`src/rtl/ob_mem_drain_if.sv`:
```
// Output-buffer drain bus: the memory control/read port plus the row stream.
// The master side is the drain engine; the slave side is the memory and the consumer.
interface ob_mem_drain_if #(
   parameter int WIDTH  = 8,
   parameter int COL    = 4,
   parameter int O_SIZE = 256
);
   localparam int ADDR_W = $clog2(O_SIZE);
   localparam int DATA_W = COL * WIDTH;

   logic              mem_cenb_o;
   logic              mem_wenb_o;
   logic [ADDR_W-1:0] mem_addr_o;
   logic [DATA_W-1:0] mem_q_i;
   logic [DATA_W-1:0] data_o;
   logic              valid_o;
   logic              ready_i;

   modport master (
      output mem_cenb_o, mem_wenb_o, mem_addr_o, data_o, valid_o,
      input  mem_q_i, ready_i
   );

   modport slave (
      input  mem_cenb_o, mem_wenb_o, mem_addr_o, data_o, valid_o,
      output mem_q_i, ready_i
   );
endinterface

```
`src/rtl/ob_mem_drain.sv`:
```
// Output-buffer drain engine: sweeps a row window of the output buffer through
// its external read port and streams each row out on a valid/ready interface.
// Returned rows land in a registered head stage backed by a 2-entry skid FIFO,
// which together cover the two reads that can still be in the memory pipeline
// when the consumer stalls.
module ob_mem_drain #(
   parameter  int WIDTH  = 8,
   parameter  int COL    = 4,
   parameter  int O_SIZE = 256,
   localparam int ADDR_W = $clog2(O_SIZE),
   localparam int DATA_W = COL * WIDTH
) (
   input  logic              clk_i,
   input  logic              rstn_async_i,
   input  logic              start_i,
   input  logic [ADDR_W-1:0] base_addr_i,
   input  logic [ADDR_W:0]   count_i,
   ob_mem_drain_if.master    bus,
   output logic              busy_o,
   output logic              done_o
);

   typedef enum logic [1:0] {S_IDLE, S_READ, S_DRAIN, S_DONE} state_t;

   localparam logic [ADDR_W:0] ONE_ROW = (ADDR_W+1)'(1);

   state_t            state_q;
   logic              cenb_q;
   logic [ADDR_W-1:0] addr_q;
   logic [ADDR_W-1:0] next_addr_q;
   logic [ADDR_W:0]   remain_q;
   logic              pend_q;
   logic              busy_q;
   logic              done_q;

   logic [DATA_W-1:0] head_data_q;
   logic              head_valid_q;
   logic [DATA_W-1:0] skid_mem [2];
   logic              skid_rd_q;
   logic              skid_wr_q;
   logic [1:0]        skid_cnt_q;

   logic              pop;
   logic              push;
   logic              head_free;
   logic              skid_take;
   logic              skid_put;
   logic [2:0]        occupancy;
   logic [2:0]        inflight;
   logic              can_issue;
   logic              drain_empty;

   // pend_q marks the cycle in which mem_q_i carries the row read one cycle earlier
   assign pop         = head_valid_q & bus.ready_i;
   assign push        = pend_q;
   assign head_free   = ~head_valid_q | pop;
   assign skid_take   = head_free & (skid_cnt_q != 2'd0);
   assign skid_put    = push & ~(head_free & (skid_cnt_q == 2'd0));
   assign occupancy   = {2'b00, head_valid_q} + {1'b0, skid_cnt_q};
   assign inflight    = {2'b00, ~cenb_q} + {2'b00, pend_q};
   // a new read must still fit even if the consumer stalls from now on
   assign can_issue   = (occupancy + inflight) < (3'd3 + {2'b00, pop});
   assign drain_empty = cenb_q & ~pend_q & (skid_cnt_q == 2'd0) & (~head_valid_q | pop);

   // Sweep control: captures the window, issues reads and sequences done
   always_ff @(posedge clk_i or negedge rstn_async_i) begin
      if (!rstn_async_i) begin
         state_q     <= S_IDLE;
         cenb_q      <= 1'b1;
         addr_q      <= '0;
         next_addr_q <= '0;
         remain_q    <= '0;
         pend_q      <= 1'b0;
         busy_q      <= 1'b0;
         done_q      <= 1'b0;
      end else begin
         cenb_q <= 1'b1;
         done_q <= 1'b0;
         pend_q <= ~cenb_q;
         case (state_q)
            S_IDLE: begin
               if (start_i) begin
                  if (count_i == '0) begin
                     state_q <= S_DONE;
                  end else begin
                     // the first read goes out on the start edge itself
                     cenb_q      <= 1'b0;
                     addr_q      <= base_addr_i;
                     next_addr_q <= base_addr_i + 1'b1;
                     remain_q    <= count_i - ONE_ROW;
                     busy_q      <= 1'b1;
                     state_q     <= (count_i == ONE_ROW) ? S_DRAIN : S_READ;
                  end
               end
            end
            S_READ: begin
               if (can_issue) begin
                  cenb_q      <= 1'b0;
                  addr_q      <= next_addr_q;
                  next_addr_q <= next_addr_q + 1'b1;
                  remain_q    <= remain_q - ONE_ROW;
                  if (remain_q == ONE_ROW) begin
                     state_q <= S_DRAIN;
                  end
               end
            end
            S_DRAIN: begin
               if (drain_empty) begin
                  busy_q  <= 1'b0;
                  state_q <= S_DONE;
               end
            end
            S_DONE: begin
               done_q  <= 1'b1;
               state_q <= S_IDLE;
            end
            default: state_q <= S_IDLE;
         endcase
      end
   end

   // Head stage and skid pointers: head refills from the skid first, then from memory
   always_ff @(posedge clk_i or negedge rstn_async_i) begin
      if (!rstn_async_i) begin
         head_data_q  <= '0;
         head_valid_q <= 1'b0;
         skid_rd_q    <= 1'b0;
         skid_wr_q    <= 1'b0;
         skid_cnt_q   <= 2'd0;
      end else begin
         if (head_free) begin
            if (skid_cnt_q != 2'd0) begin
               head_data_q  <= skid_mem[skid_rd_q];
               head_valid_q <= 1'b1;
            end else if (push) begin
               head_data_q  <= bus.mem_q_i;
               head_valid_q <= 1'b1;
            end else begin
               head_valid_q <= 1'b0;
            end
         end
         if (skid_take) begin
            skid_rd_q <= ~skid_rd_q;
         end
         if (skid_put) begin
            skid_wr_q <= ~skid_wr_q;
         end
         skid_cnt_q <= skid_cnt_q + {1'b0, skid_put} - {1'b0, skid_take};
      end
   end

   // Skid storage: plain data slots, validity lives in the pointers above
   always_ff @(posedge clk_i) begin
      if (skid_put) begin
         skid_mem[skid_wr_q] <= bus.mem_q_i;
      end
   end

   assign bus.mem_cenb_o = cenb_q;
   assign bus.mem_wenb_o = 1'b1;
   assign bus.mem_addr_o = addr_q;
   assign bus.data_o     = head_data_q;
   assign bus.valid_o    = head_valid_q;
   assign busy_o         = busy_q;
   assign done_o         = done_q;

endmodule

```
`src/flat_wrapper.sv`:
```
// flat-port wrapper written by rule: the top's interface ports become plain ports
module ob_mem_drain_flat 
#(
   parameter  int WIDTH  = 8,
   parameter  int COL    = 4,
   parameter  int O_SIZE = 256,
   localparam int ADDR_W = $clog2(O_SIZE),
   localparam int DATA_W = COL * WIDTH
)
  (clk_i, rstn_async_i, start_i, base_addr_i, count_i, busy_o, done_o, bus_mem_cenb_o, bus_mem_wenb_o, bus_mem_addr_o, bus_data_o, bus_valid_o, bus_mem_q_i, bus_ready_i);
  ob_mem_drain_if #(.WIDTH(WIDTH), .COL(COL), .O_SIZE(O_SIZE)) bus_i ();
  input  logic clk_i;
  input  logic rstn_async_i;
  input  logic start_i;
  input  logic [ADDR_W-1:0] base_addr_i;
  input  logic [ADDR_W:0] count_i;
  output logic busy_o;
  output logic done_o;
  output wire logic [$bits(bus_i.mem_cenb_o)-1:0] bus_mem_cenb_o;
  output wire logic [$bits(bus_i.mem_wenb_o)-1:0] bus_mem_wenb_o;
  output wire logic [$bits(bus_i.mem_addr_o)-1:0] bus_mem_addr_o;
  output wire logic [$bits(bus_i.data_o)-1:0] bus_data_o;
  output wire logic [$bits(bus_i.valid_o)-1:0] bus_valid_o;
  input wire logic [$bits(bus_i.mem_q_i)-1:0] bus_mem_q_i;
  input wire logic [$bits(bus_i.ready_i)-1:0] bus_ready_i;
  assign bus_mem_cenb_o = bus_i.mem_cenb_o;
  assign bus_mem_wenb_o = bus_i.mem_wenb_o;
  assign bus_mem_addr_o = bus_i.mem_addr_o;
  assign bus_data_o = bus_i.data_o;
  assign bus_valid_o = bus_i.valid_o;
  assign bus_i.mem_q_i = bus_mem_q_i;
  assign bus_i.ready_i = bus_ready_i;
  ob_mem_drain #(.WIDTH(WIDTH), .COL(COL), .O_SIZE(O_SIZE)) u_core (.clk_i(clk_i), .rstn_async_i(rstn_async_i), .start_i(start_i), .base_addr_i(base_addr_i), .count_i(count_i), .bus(bus_i), .busy_o(busy_o), .done_o(done_o));
endmodule
```
`config.mk`:
```
export PLATFORM = sky130hd
export DESIGN_NAME = ob_mem_drain_flat
export DESIGN_NICKNAME = d
export VERILOG_FILES = /design/src/rtl/ob_mem_drain_if.sv /design/src/rtl/ob_mem_drain.sv /design/src/flat_wrapper.sv
export SDC_FILE = /design/constraint.sdc
export NUM_CORES = 1
export LEC_CHECK = 0
export CAP_MARGIN = 15
export CORE_UTILIZATION = 50
export CTS_BUF_LIST = sky130_fd_sc_hd__clkbuf_4 sky130_fd_sc_hd__clkbuf_8
export DETAILED_ROUTE_END_ITERATION = 8
export PLACE_DENSITY_LB_ADDON = 0.1
export SYNTH_ARGS = -nofsm -noshare
export SYNTH_HDL_FRONTEND = slang
export SYNTH_SLANG_ARGS = --single-unit
```
`constraint.sdc`:
```
create_clock -name clk_i -period 9.4 [get_ports clk_i]
set_clock_uncertainty 0.1 [all_clocks]
set_input_delay 1.41 -clock clk_i [delete_from_list [all_inputs] [get_ports clk_i]]
set_output_delay 1.41 -clock clk_i [all_outputs]
set_load 0.02 [all_outputs]
```
==> flow_summary.ini <==
[clocking]
cts-resized-gates = 0
root_buffer = clkbuf_8
clk_pin_slew_ns = 0.07
cts_buffers = 17
post-cts-setup-buffers = 0
clock_latency_ns = 0.43
clock_sinks = 132
cts_hold_buf = 0
clk_path_buf_depth = 2
cts_tree = done
h-tree-depth = 4

[synthesis]
ys_seq_elements = 132
synthCells = 538
syn-cell-area_mm2 = 0.00611
synth.distinct_cells = 62
synth-edff-count = 64
syn_avg_cell_area_um2 = 11.3
yosys_warnings = 0
ys_seq_area_share_pct = 59.4
syn-num-nets = 608
synth-main-ff-cell = dfrtp_1
synthArstFlopShare_pct = 51.5

[power_and_ir_drop]
powerDensity_mw_per_mm2 = 352
peakVddDrop_v = 0.000214
leakage_nw = 3.08

[hold_path]
min_path_type = reg -> reg
min-delay-start = u_core.bus.data_o[2]
whs_path_depth = 2

[drt]
drt_first_pass_iters = 5
top_layer_used = met4
wl_met3_um = 519
viasPerCell = 5.50
detailroute.via_count = 4306
met2WireLength_um = 5960
wl_per_cell_um = 16.2
drt_iter0_drc = 324
wl_met1_um = 6030
drc = 0
wl_um = 12700
postRouteAntennaNets = 0

[worst_setup_path]
crit_type = in -> reg
crit_start = count_i[0]
path_max_fanout = 28
worst_setup_path_end_kind = flip-flop
required_ns = 9.62
rr_worst_depth = 12
crit_arrival_ns = 4.05
r2r-start = u_core.bus.mem_cenb_o
critPathLaunchType = primary input

[placement]
post-place-ws_ns = 5.15
port_buffers = 96
place.gp.congestion = 0.868
hpwl_um = 8170

[die]
initial_core_util_pct = 52.4
die_h_um = 113
core-area_mm2 = 0.0117
fp.dieW_um = 113
core.rowCount = 39
boundaryPins = 98
die_area_mm2 = 0.0127

[global_routing]
antenna_found_initial = 0
grt.overflow.total = 0
grt_pass1_vias = 4341
grt_pass1_wl_um = 21000
grt_use_total_pct = 21.2
grt_max_degree = 69

[timing]
fin_crit_sh_pct = 40.8
setup_viol = 0
relSlewSlack_pct = 31.4
min_period_ns = 3.83
setup_tns_ns = 0
timing.fmax_ghz = 0.261
final_hold_viol_count = 0
slew_violations = 0
rsz0062_at_grt = false
timing.hold.ws_ns = 0.382
worst_slew_pin_slew_ns = 1.03
final.setup.worst_slack_ns = 5.57

[cells_and_area]
area_growth_pct = 25.1
antenna_cells = 0
drive_gt1_share_pct = 7.97
layout.nets = 697
final_cell_mix = clkdlybuf4s50_1 (95), dfrtp_1 (66), nand2_1 (64), edfxtp_1 (64), o21ai_0 (50)
final_common_cell = clkdlybuf4s50_1

[run_status]
status = finished, final reports clean

[job]
maxCapViolations = 0
## worst paths after layout
| check | slack (ns) | endpoint |
|---|---|---|
| max reg2reg | 5.66 | u_core.remain_q[8] |
| min in group asynchronous | 0.98 | u_core.remain_q[4] |
| max in group asynchronous | 7.55 | u_core.skid_rd_q |
| min | 0.38 | u_core.bus.data_o[2] |
| min reg2reg | 0.38 | u_core.bus.data_o[2] |
| max | 5.57 | u_core.remain_q[8] |
## worst max-delay path, stage by stage
cell	delay, ns
clkdlybuf4s50_1	0.47
inv_1	0.11
ha_1	0.22
or3b_2	0.58
o31ai_4	0.33
a22oi_4	0.20
clkinv_4	0.22
nor4_1	0.09
a2111o_1	0.39
## final cells by class
cell class / instances / area (um2)
fillers: 926 / 4020
inverters: 20 / 80.1
clock buffers: 22 / 297
flip-flops and latches: 132 / 3630
repair buffers: 99 / 981
multi-input cells: 357 / 2310
well taps: 143 / 179
clock inverters: 10 / 169
## stage by stage
step                cells  instance area (um2)  power [W]  util, %
detailed placement    751                 7180    0.00216     61.5
global placement      751                 7180    0.00212     61.5
CTS                   783                 7640    0.00271     65.5
global route          783                 7640    0.00288     65.5
finish                783                 7640    0.00269     65.5
floorplan             538                 6110    0.00175        -
## sequential cells by signal, indices dropped and copies added (netlist names), 2 cells and up
register               count
u_core.next_addr_q         8
u_core.bus.mem_addr_o      8
u_core.bus.data_o         32
u_core.remain_q            9
u_core.skid_mem           64
u_core.skid_cnt_q          2
u_core.state_q             2
## metal layers
metal / up-vias / global-route usage [%]
met2: 104 / 34.7
met4: 0 / 7.29
met5: - / 0
met3: 15 / 4.21
li1: 2106 / -
met1: 2081 / 28.5
## kinds of logic after synthesis
family / after synthesis / share of synthesized area [%]
AOI/OAI and AO/OA: 130 / 13.3
DFF: 132 / 59.4
buffers and inverters: 49 / 3.26
muxes: 42 / 6.95
and+or+nand+nor: 153 / 11.3
adders and majority gates: 17 / 3.73
other: 1 / 0.0614
xor gates and xnor gates: 14 / 2.01
## cell usage after synthesis, types with 3 or more instances
cell | count | share of area [%]
inv_1 | 18 | 1.1
o31ai_1 | 3 | 0.37
nor2_1 | 43 | 2.6
nand2b_1 | 5 | 0.51
a21oi_1 | 39 | 3.2
a22oi_1 | 4 | 0.49
nand3_1 | 10 | 0.82
o211ai_1 | 3 | 0.37
clkbuf_1 | 20 | 1.2
nor3_1 | 4 | 0.33
and2_1 | 3 | 0.31
ha_1 | 15 | 3.1
edfxtp_1 | 64 | 31
buf_1 | 3 | 0.18
buf_2 | 5 | 0.41
dfrtp_1 | 67 | 27
mux2i_1 | 39 | 6.4
mux2_2 | 3 | 0.55
o21ai_0 | 50 | 4.1
nand2_1 | 64 | 3.9
nor2b_1 | 5 | 0.51
xor2_1 | 7 | 1.0
xnor2_1 | 7 | 1.0
and3_1 | 3 | 0.31
a22o_1 | 3 | 0.43
nand3b_1 | 3 | 0.37
or4_1 | 3 | 0.37
o21a_1 | 3 | 0.37
## power breakdown
| group | total (W) | leakage (nW) | switching (W) | internal [W] |
|---|---|---|---|---|
| registers | 0.000996 | 1.41 | 0.000161 | 0.000836 |
| clock network | 0.000543 | 0.226 | 0.000220 | 0.000323 |
| logic | 0.00115 | 1.44 | 0.000660 | 0.000490 |
| total | 0.00269 | 3.08 | 0.00104 | 0.00165 |
Power figures use the tool's default switching activity.
